## src/rtl/mc_control_fsm_if.sv

```systemverilog
// Control/datapath bundle for the multicycle ARM-subset controller.
// master = controller side, slave = datapath side.
interface mc_control_fsm_if;
  logic [31:0] instr;
  logic [3:0]  alu_flags;
  logic        mem_ready;
  logic        pc_write;
  logic        ir_write;
  logic        mem_write;
  logic        reg_write;
  logic        adr_src;
  logic        alu_src_a;
  logic [1:0]  alu_src_b;
  logic [1:0]  result_src;
  logic [1:0]  alu_control;
  logic [1:0]  imm_src;
  logic [1:0]  reg_src;
  logic        bus_err;
  logic [3:0]  state_o;

  modport master (
    input  instr,
    input  alu_flags,
    input  mem_ready,
    output pc_write,
    output ir_write,
    output mem_write,
    output reg_write,
    output adr_src,
    output alu_src_a,
    output alu_src_b,
    output result_src,
    output alu_control,
    output imm_src,
    output reg_src,
    output bus_err,
    output state_o
  );

  modport slave (
    output instr,
    output alu_flags,
    output mem_ready,
    input  pc_write,
    input  ir_write,
    input  mem_write,
    input  reg_write,
    input  adr_src,
    input  alu_src_a,
    input  alu_src_b,
    input  result_src,
    input  alu_control,
    input  imm_src,
    input  reg_src,
    input  bus_err,
    input  state_o
  );
endinterface

```

## src/rtl/mc_control_fsm.sv

```systemverilog
// Multicycle control FSM: fetch/decode/exec/mem/wb sequencing,
// NZCV flag register, condition check and memory-wait watchdog.
module mc_control_fsm #(
  parameter int TO_W    = 4,
  parameter int TIMEOUT = 15
) (
  input  logic              clk,
  input  logic              reset_n,
  mc_control_fsm_if.master  bus
);

  typedef enum logic [3:0] {
    S_FETCH  = 4'd0,
    S_DECODE = 4'd1,
    S_MEMADR = 4'd2,
    S_MEMRD  = 4'd3,
    S_MEMWB  = 4'd4,
    S_MEMWR  = 4'd5,
    S_EXECR  = 4'd6,
    S_EXECI  = 4'd7,
    S_ALUWB  = 4'd8,
    S_BRANCH = 4'd9
  } state_t;

  state_t          r_state;
  state_t          w_next;
  logic [3:0]      r_flags;
  logic [TO_W-1:0] r_to;

  logic [1:0] w_op;
  logic       w_imm;
  logic [3:0] w_cmd;
  logic       w_s;
  logic [3:0] w_rd;
  logic [3:0] w_cond;
  logic       w_unused;

  assign w_op   = bus.instr[27:26];
  assign w_imm  = bus.instr[25];
  assign w_cmd  = bus.instr[24:21];
  assign w_s    = bus.instr[20];
  assign w_rd   = bus.instr[15:12];
  assign w_cond = bus.instr[31:28];
  assign w_unused = ^{bus.instr[19:16],
                      bus.instr[11:0]};

  logic [1:0] w_alu_dp;
  logic       w_cmd_ok;
  logic       w_is_cmp;
  logic       w_is_log;

  always_comb begin
    w_alu_dp = 2'b00;
    w_cmd_ok = 1'b1;
    w_is_cmp = 1'b0;
    w_is_log = 1'b0;
    unique case (w_cmd)
      4'b0100: w_alu_dp = 2'b00;
      4'b0010: w_alu_dp = 2'b01;
      4'b1010: begin
        w_alu_dp = 2'b01;
        w_is_cmp = 1'b1;
      end
      4'b0000: begin
        w_alu_dp = 2'b10;
        w_is_log = 1'b1;
      end
      4'b1100: begin
        w_alu_dp = 2'b11;
        w_is_log = 1'b1;
      end
      default: w_cmd_ok = 1'b0;
    endcase
  end

  logic w_n, w_z, w_c, w_v;
  logic w_cond_ex;

  assign {w_n, w_z, w_c, w_v} = r_flags;

  always_comb begin
    w_cond_ex = 1'b0;
    unique case (w_cond)
      4'b0000: w_cond_ex = w_z;
      4'b0001: w_cond_ex = ~w_z;
      4'b0010: w_cond_ex = w_c;
      4'b0011: w_cond_ex = ~w_c;
      4'b0100: w_cond_ex = w_n;
      4'b0101: w_cond_ex = ~w_n;
      4'b0110: w_cond_ex = w_v;
      4'b0111: w_cond_ex = ~w_v;
      4'b1000: w_cond_ex = w_c & ~w_z;
      4'b1001: w_cond_ex = ~w_c | w_z;
      4'b1010: w_cond_ex = (w_n == w_v);
      4'b1011: w_cond_ex = (w_n != w_v);
      4'b1100: w_cond_ex = ~w_z & (w_n == w_v);
      4'b1101: w_cond_ex = w_z | (w_n != w_v);
      4'b1110: w_cond_ex = 1'b1;
      default: w_cond_ex = 1'b0;
    endcase
  end

  logic w_wait;
  logic w_to_hit;

  assign w_wait = (r_state == S_FETCH) |
                  (r_state == S_MEMRD) |
                  (r_state == S_MEMWR);
  assign w_to_hit = w_wait & ~bus.mem_ready &
                    (r_to == TO_W'(TIMEOUT));

  logic       w_pc_write;
  logic       w_ir_write;
  logic       w_mem_write;
  logic       w_reg_write;
  logic       w_bus_err;
  logic       w_adr_src;
  logic       w_src_a;
  logic [1:0] w_src_b;
  logic [1:0] w_res;
  logic [1:0] w_alu;
  logic [1:0] w_imm_src;
  logic [1:0] w_reg_src;

  always_comb begin
    w_next      = r_state;
    w_pc_write  = 1'b0;
    w_ir_write  = 1'b0;
    w_mem_write = 1'b0;
    w_reg_write = 1'b0;
    w_bus_err   = 1'b0;
    w_adr_src   = 1'b0;
    w_src_a     = 1'b0;
    w_src_b     = 2'b00;
    w_res       = 2'b00;
    w_alu       = 2'b00;
    w_imm_src   = 2'b00;
    w_reg_src   = 2'b00;
    unique case (r_state)
      S_FETCH: begin
        w_src_a    = 1'b1;
        w_src_b    = 2'b10;
        w_res      = 2'b10;
        w_pc_write = bus.mem_ready;
        w_ir_write = bus.mem_ready;
        if (bus.mem_ready) w_next = S_DECODE;
      end
      S_DECODE: begin
        w_src_a   = 1'b1;
        w_src_b   = 2'b10;
        w_res     = 2'b10;
        w_reg_src = {(w_op == 2'b01) & ~w_s,
                     (w_op == 2'b10)};
        unique case (1'b1)
          (w_op == 2'b01): w_imm_src = 2'b01;
          (w_op == 2'b10): w_imm_src = 2'b10;
          default:         w_imm_src = 2'b00;
        endcase
        if (!w_cond_ex) begin
          w_next = S_FETCH;
        end else begin
          unique case (w_op)
            2'b00:   w_next = w_imm ? S_EXECI
                                    : S_EXECR;
            2'b01:   w_next = S_MEMADR;
            2'b10:   w_next = S_BRANCH;
            default: w_next = S_FETCH;
          endcase
        end
      end
      S_MEMADR: begin
        w_src_b   = 2'b01;
        w_imm_src = 2'b01;
        w_next    = w_s ? S_MEMRD : S_MEMWR;
      end
      S_MEMRD: begin
        w_adr_src = 1'b1;
        if (bus.mem_ready) w_next = S_MEMWB;
      end
      S_MEMWB: begin
        w_res       = 2'b01;
        w_reg_write = 1'b1;
        w_next      = S_FETCH;
      end
      S_MEMWR: begin
        w_adr_src   = 1'b1;
        w_mem_write = 1'b1;
        if (bus.mem_ready) w_next = S_FETCH;
      end
      S_EXECR: begin
        w_alu  = w_alu_dp;
        w_next = S_ALUWB;
      end
      S_EXECI: begin
        w_src_b = 2'b01;
        w_alu   = w_alu_dp;
        w_next  = S_ALUWB;
      end
      S_ALUWB: begin
        w_alu       = w_alu_dp;
        w_reg_write = w_cmd_ok & ~w_is_cmp;
        w_pc_write  = (w_rd == 4'hf) & ~w_is_cmp;
        w_next      = S_FETCH;
      end
      S_BRANCH: begin
        w_src_b    = 2'b01;
        w_imm_src  = 2'b10;
        w_res      = 2'b10;
        w_pc_write = 1'b1;
        w_next     = S_FETCH;
      end
      default: w_next = S_FETCH;
    endcase
    // a late mem_ready never reaches here: w_to_hit needs ready low
    if (w_to_hit) begin
      w_bus_err = 1'b1;
      w_next    = S_FETCH;
    end
  end

  always_ff @(posedge clk or negedge reset_n) begin
    if (!reset_n) begin
      r_state <= S_FETCH;
    end else begin
      r_state <= w_next;
    end
  end

  always_ff @(posedge clk or negedge reset_n) begin
    if (!reset_n) begin
      r_to <= '0;
    end else if (!w_wait || bus.mem_ready ||
                 w_to_hit) begin
      r_to <= '0;
    end else begin
      r_to <= r_to + 1'b1;
    end
  end

  always_ff @(posedge clk or negedge reset_n) begin
    if (!reset_n) begin
      r_flags <= 4'b0000;
    end else if (((r_state == S_EXECR) ||
                  (r_state == S_EXECI)) && w_s) begin
      if (w_is_log) begin
        r_flags[3:2] <= bus.alu_flags[3:2];
      end else begin
        r_flags <= bus.alu_flags;
      end
    end
  end

  assign bus.pc_write    = w_pc_write  & reset_n;
  assign bus.ir_write    = w_ir_write  & reset_n;
  assign bus.mem_write   = w_mem_write & reset_n;
  assign bus.reg_write   = w_reg_write & reset_n;
  assign bus.bus_err     = w_bus_err   & reset_n;
  assign bus.adr_src     = w_adr_src;
  assign bus.alu_src_a   = w_src_a;
  assign bus.alu_src_b   = w_src_b;
  assign bus.result_src  = w_res;
  assign bus.alu_control = w_alu;
  assign bus.imm_src     = w_imm_src;
  assign bus.reg_src     = w_reg_src;
  assign bus.state_o     = r_state;

endmodule
```

## src/flat_wrapper.sv

```systemverilog
// flat-port wrapper written by rule: the top's interface ports become plain ports
module mc_control_fsm_flat 
#(
  parameter int TO_W    = 4,
  parameter int TIMEOUT = 15
)
  (clk, reset_n, bus_instr, bus_alu_flags, bus_mem_ready, bus_pc_write, bus_ir_write, bus_mem_write, bus_reg_write, bus_adr_src, bus_alu_src_a, bus_alu_src_b, bus_result_src, bus_alu_control, bus_imm_src, bus_reg_src, bus_bus_err, bus_state_o);
  mc_control_fsm_if bus_i ();
  input  logic clk;
  input  logic reset_n;
  input wire logic [$bits(bus_i.instr)-1:0] bus_instr;
  input wire logic [$bits(bus_i.alu_flags)-1:0] bus_alu_flags;
  input wire logic [$bits(bus_i.mem_ready)-1:0] bus_mem_ready;
  output wire logic [$bits(bus_i.pc_write)-1:0] bus_pc_write;
  output wire logic [$bits(bus_i.ir_write)-1:0] bus_ir_write;
  output wire logic [$bits(bus_i.mem_write)-1:0] bus_mem_write;
  output wire logic [$bits(bus_i.reg_write)-1:0] bus_reg_write;
  output wire logic [$bits(bus_i.adr_src)-1:0] bus_adr_src;
  output wire logic [$bits(bus_i.alu_src_a)-1:0] bus_alu_src_a;
  output wire logic [$bits(bus_i.alu_src_b)-1:0] bus_alu_src_b;
  output wire logic [$bits(bus_i.result_src)-1:0] bus_result_src;
  output wire logic [$bits(bus_i.alu_control)-1:0] bus_alu_control;
  output wire logic [$bits(bus_i.imm_src)-1:0] bus_imm_src;
  output wire logic [$bits(bus_i.reg_src)-1:0] bus_reg_src;
  output wire logic [$bits(bus_i.bus_err)-1:0] bus_bus_err;
  output wire logic [$bits(bus_i.state_o)-1:0] bus_state_o;
  assign bus_i.instr = bus_instr;
  assign bus_i.alu_flags = bus_alu_flags;
  assign bus_i.mem_ready = bus_mem_ready;
  assign bus_pc_write = bus_i.pc_write;
  assign bus_ir_write = bus_i.ir_write;
  assign bus_mem_write = bus_i.mem_write;
  assign bus_reg_write = bus_i.reg_write;
  assign bus_adr_src = bus_i.adr_src;
  assign bus_alu_src_a = bus_i.alu_src_a;
  assign bus_alu_src_b = bus_i.alu_src_b;
  assign bus_result_src = bus_i.result_src;
  assign bus_alu_control = bus_i.alu_control;
  assign bus_imm_src = bus_i.imm_src;
  assign bus_reg_src = bus_i.reg_src;
  assign bus_bus_err = bus_i.bus_err;
  assign bus_state_o = bus_i.state_o;
  mc_control_fsm #(.TO_W(TO_W), .TIMEOUT(TIMEOUT)) u_core (.clk(clk), .reset_n(reset_n), .bus(bus_i));
endmodule
```

## config.mk

```make
export PLATFORM = sky130hd
export DESIGN_NAME = mc_control_fsm_flat
export DESIGN_NICKNAME = d
export VERILOG_FILES = /design/src/rtl/mc_control_fsm_if.sv /design/src/rtl/mc_control_fsm.sv /design/src/flat_wrapper.sv
export SDC_FILE = /design/constraint.sdc
export NUM_CORES = 1
export LEC_CHECK = 0
export ABC_AREA = 1
export BUFFER_PORTS_ARGS = -buffer_cell sky130_fd_sc_hd__buf_2
export CAP_MARGIN = 10
export CORE_ASPECT_RATIO = 1.1
export CORE_UTILIZATION = 44
export DETAILED_ROUTE_END_ITERATION = 10
export PLACE_DENSITY = 0.8
export SETUP_SLACK_MARGIN = 0.2
export SYNTH_ARGS = -nofsm -noshare
export SYNTH_HDL_FRONTEND = slang
export SYNTH_SLANG_ARGS = --single-unit
```

## constraint.sdc

```tcl
create_clock -name clk -period 1.75 [get_ports clk]
set_clock_uncertainty 0.1 [all_clocks]
set_input_delay 0.175 -clock clk [delete_from_list [all_inputs] [get_ports clk]]
set_output_delay 0.175 -clock clk [all_outputs]
set_load 0.005 [all_outputs]
```

# Word level (Yosys, flattened, before mapping)
# Cells that the tools add are included.
totals:
  register_bits: 12
  out_inout_bits: 21
  wordCells: 113
op_classes:
  add_sub_neg: 1
  eq_ne: 36
  mux: 28
  bitwise: 24
  n_reduce_logical: 20
ops:
  columns: ["op", "n"]
  rows:
  - ["== test 4 bit, second input constant", 13]
  - ["== test 4 x 3 -> 1 bit, second input constant", 9]
  - ["2-to-1 mux 4 bit", 6]
  - ["one-hot mux 4 bit (6 select lines)", 1]
  - ["== test 4 x 2 -> 1 bit, second input constant", 5]
  - ["one-hot mux 1 bit (15 select lines)", 1]
  - ["AND 1 bit", 12]
  - ["logical NOT 4 bit", 3]
  - ["one-hot mux 2 bit (2 select lines)", 3]
  - ["one-hot mux 2 bit (3 select lines)", 2]
  - ["one-hot mux 4 bit (3 select lines)", 1]
  - ["OR reduction 2 bit", 5]
  - ["2-to-1 mux 1 bit", 9]
  - ["inequality test 3 x 2 -> 1 bit, second input constant", 3]
  - ["OR reduction 3 bit", 3]
  - ["== test 4 x 1 -> 1 bit, second input constant", 2]
  - ["NOT 1 bit", 8]
  - ["OR reduction 5 bit", 1]
  - ["adder 4 x 1 -> 4 bit, second input constant", 1]
  - ["2-to-1 mux 2 bit", 2]
  - ["OR 1 bit", 4]
  - ["logical OR 1 bit", 3]
  - ["2-to-1 mux 3 bit", 1]
  - ["one-hot mux 1 bit (3 select lines)", 1]
  - ["10 further kinds", 10]

# Logic depth before layout (Yosys ltp)
depth:
  word_depth: 7
  ltp_mapped: 13
  ltp_nobuf: 13

# Worst setup path after synthesis
# Ideal clock, no wire load.
synth_path:
  path_type: "reg2out"
  from: "register u_core.r_state[1], in the netlist u_core.bus.state_o[1]"
  to: "output port bus_pc_write"
  t_arrival_ns: 1.240
  required_ns: 1.475
  slack_ns: 0.235
  stages_incl_launch_ff: 5
  cell_sequence: "dfrtp_1 > nor2_2 > nand3_2 > or3_1 > a31oi_1"
synth_via:
  elab_chain_len: 3
  elab_cells_between_ends: 5
  classes_between: "eq/ne (2); mux (1); bitwise (1); reduce/logical (1)"
synth_rtl:
  columns: ["item", "line", "source"]
  rows:
  - ["start: declaration", "mc_control_fsm.sv:25", "state_t r_state;"]
  - ["start signal: assignment", "mc_control_fsm.sv:225", "r_state <= w_next;"]
  - ["== test 4 bit / logical NOT 4 bit (equally long branches)", "mc_control_fsm.sv:139", "unique case (r_state)"]
  - ["one-hot mux 1 bit (3 select lines) *", "mc_control_fsm.sv:139", null]
  - ["AND 1 bit *", "mc_control_fsm.sv:253", "assign bus.pc_write = w_pc_write & reset_n;"]
  - ["end: declaration", "flat_wrapper.sv:14", "output wire logic [$bits(bus_i.pc_write)-1:0] bus_pc_write;"]
# Mark *: on every way between the ends. The rest lies on a longest branch, timed or not.

# Worst setup path in the final report
layout_path:
  from: "register u_core.r_state[1], in the netlist u_core.bus.state_o[1]"
  to: "output port bus_bus_err"
layout_via:
  elab_chain_len: 7
  elab_cells_between_ends: 9
  classes_between: "eq/ne (2); mux (1); bitwise (5); reduce/logical (1)"
layout_rtl:
  columns: ["item", "line", "source"]
  rows:
  - ["== test 4 x 2 -> 1 bit / logical NOT 4 bit (equally long branches)", "mc_control_fsm.sv:107, mc_control_fsm.sv:106", null]
  - ["OR 1 bit", "mc_control_fsm.sv:106", "assign w_wait = (r_state == S_FETCH) |"]
  - ["OR 1 bit *", "mc_control_fsm.sv:107", "(r_state == S_MEMRD) |"]
  - ["AND 1 bit * (2 in a row)", "mc_control_fsm.sv:109", "assign w_to_hit = w_wait & ~bus.mem_ready &"]
  - ["2-to-1 mux 1 bit *", "mc_control_fsm.sv:215", "if (w_to_hit) begin"]
  - ["AND 1 bit *", "mc_control_fsm.sv:257", "assign bus.bus_err = w_bus_err & reset_n;"]
  - ["end: declaration", "flat_wrapper.sv:25", "output wire logic [$bits(bus_i.bus_err)-1:0] bus_bus_err;"]
# Marked as above.

==> metrics <==
R2R depth 9; GRT overflow 0; commonest non-fill, non-tap cell in the layout buf_2; Final Cycle Share 112%; max-slew violations 0; Placed Instances 249; Layout area overhead 74.2%; Port-buffer cells 43; reg-to-reg startpoint u_core.bus.state_o[3]; global-route wire length before repair 5680 microns; TNS Setup -1360 ps; Post-DP HPWL 2150 microns; initial drt markers 55; most frequent cells in the layout buf_2 (41), nand2_1 (31), inv_1 (20); Non-Filler Instances 281; DIE AREA 0.00260 sq mm; htree depth 1; Synthesized Nets 211; Max Freq 0.512 GHz; vias in the first global route 1349; crit path launch type flip-flop; Max IR drop VDD 1.12 mV; RSZ-0062 raised after global routing yes; worst setup margin -204 ps; routability congestion estimate 0.852; core area 0.00225 sq mm; clock-pin slew on the worst setup and hold paths 80 ps; clock root buffer clkbuf_4; synthesis-stage register bit count 12; Arr. time, crit path 1680 ps; Post-DRT Antenna Nets 0; Tmin final 1950 ps; drt first pass iters 5; fraction of final layout cells sized beyond drive strength 1 53.8%; P_leak 0.989 nW; fin nets 293; Hold Startpoint bus_alu_flags[2]; syn_area_per_cell 6.18 sq um; die extent in x 48.7 microns; WHS Path Cells 3; gr usage total 29.2%; # clock sinks 12; Ports 60; Util after Layout 81.8%; initial antenna violation count 0; register area share after synthesis 28.4%; Worst Hold End u_core.r_flags[2]; setup violators final 12; Die Ht 53.4 microns; Hold WS 29.7 ps; Required @ worst endpoint 1470 ps; Via-to-Cell Ratio 5.53; yosys warns 0; final wirelength 4720 microns; final hold vios 0; Post-Syn Area 0.00106 sq mm; Hold Crit Class input pin to flip-flop; residual DRC count 0; synth unique cells 26; crit path kind flip-flop to output port; footprint of the multi-input gates 791 sq um; clk_lat worst skew 270 ps; initial core utilization 46.9%; largest net degree at the start of global routing 13; Fillers 129; Relative slew margins 76.7%; sequential cell area 305 sq um; max cap viols 0; status finished, violations left; Syn Inst Count 171; Worst Max-Slew Pin Slew 345 ps; CTS tree yes; Reg2Reg Capture Point u_core.bus.state_o[1]; Vias 1554; Reg2Reg Setup Slack -80 ps; maximum buffer depth of the clock tree 2; ant diodes 0; total CTS buffers 3; Crit. End Element output port; pwr dens 1200 mW/mm^2; failing checks setup timing; Rows 18; crit path max fanout 3; drt wl/cell 16.8 microns
-- synth_stat cells --
library cell  instances  area (sq um)
nor2_8                1          20.0
nor3_1                6          30.0
nand2_4               1          11.3
inv_2                 5          18.8
nor2_1               28           105
xor2_1                1          8.76
inv_1                26          97.6
nand3_1              15          75.1
nor2_2                5          31.3
o21ai_0               7          35.0
o21ai_1               1          5.00
nand3_2               1          10.0
nand2_1              42           158
nand2_2               3          18.8
o211ai_1              1          7.51
or3_1                 1          6.26
a21oi_1               6          30.0
nand4_1               1          6.26
xnor2_1               1          8.76
ha_1                  1          12.5
dfrtp_1              12           300
a31oi_1               1          6.26
o221ai_2              1          15.0
a31oi_4               1          21.3
nor2_4                1          11.3
clkinv_1              2          7.51
-- worst max-delay path: stages, from the launching register on --
cell	delay, ps
dfrtp_2	460
buf_6	140
nor2_4	190
nand2_4	110
a31oi_4	190
inv_2	70
nor3_2	110
buf_2	140
-- kinds of logic after synthesis --
kind of cell	share of synthesized area, %
buffers and inverters	11.7
adders and majority gates	1.18
AOI/OAI and AO/OA	11.4
and+or+nand+nor	45.7
DFF	28.4
xor gates and xnor gates	1.66
-- power breakdown --
part	internal (mW)	switching, mW
combinational	0.713	0.848
clock	0.0796	0.0948
sequential	0.371	0.104
-- metal layers --
layer	global-route usage, %	share of wire, %	wire [microns]
met1	30.1	33	1560
met2	52.8	51	2390
met3	5.17	6.6	312
met4	24.0	9.6	453
met5	0	0	0
-- area by class of cell --
cell class | count | area share, %
Clock buffer | 3 | 1.22
Multi-Input combinational cell | 126 | 42.9
Inverter | 33 | 7.54
Sequential cell | 12 | 16.6
Tap cell | 30 | 2.04
Timing Repair Buffer | 77 | 29.7
-- how the worst max path moves through the flow --
| stage | start | endpoint | slack (ps) | cells after the start |
|---|---|---|---|---|
| after floorplan | u_core.bus.state_o[1] | bus_pc_write | 240 | 4 |
| after global placement | u_core.bus.state_o[0] | bus_pc_write | 110 | 5 |
| after detailed placement | u_core.bus.state_o[0] | bus_pc_write | 90 | 5 |
| after CTS | u_core.bus.state_o[1] | bus_pc_write | -80 | 5 |
| after global routing | u_core.bus.state_o[1] | bus_bus_err | -250 | 7 |
| final | u_core.bus.state_o[1] | bus_bus_err | -200 | 7 |
-- registers in the layout, summed over array words and instances (netlist names) --
signal / cells
u_core.bus.state_o: 4
u_core.r_flags: 4
u_core.r_to: 4
-- metrics by stage --
stage	total power [mW]	setup slack [ps]	cell area [sq um]
floorplan	0.967	235	1060
global placement	1.25	111	1350
detailed placement	1.27	88.9	1350
CTS	1.71	-80.1	1570
global route	2.33	-250	1840
finish	2.21	-204	1840
-- what timing repair did --
action / CTS / global route
gates resized for setup: 25 / 52
setup endpoints to repair: 21 / 26
hold buffers: 1 / 0
endpoints found under the hold margin: 12 / 0
pin swaps: 11 / 17
setup buffers: 14 / 14
(Power assumes the default switching activity.)
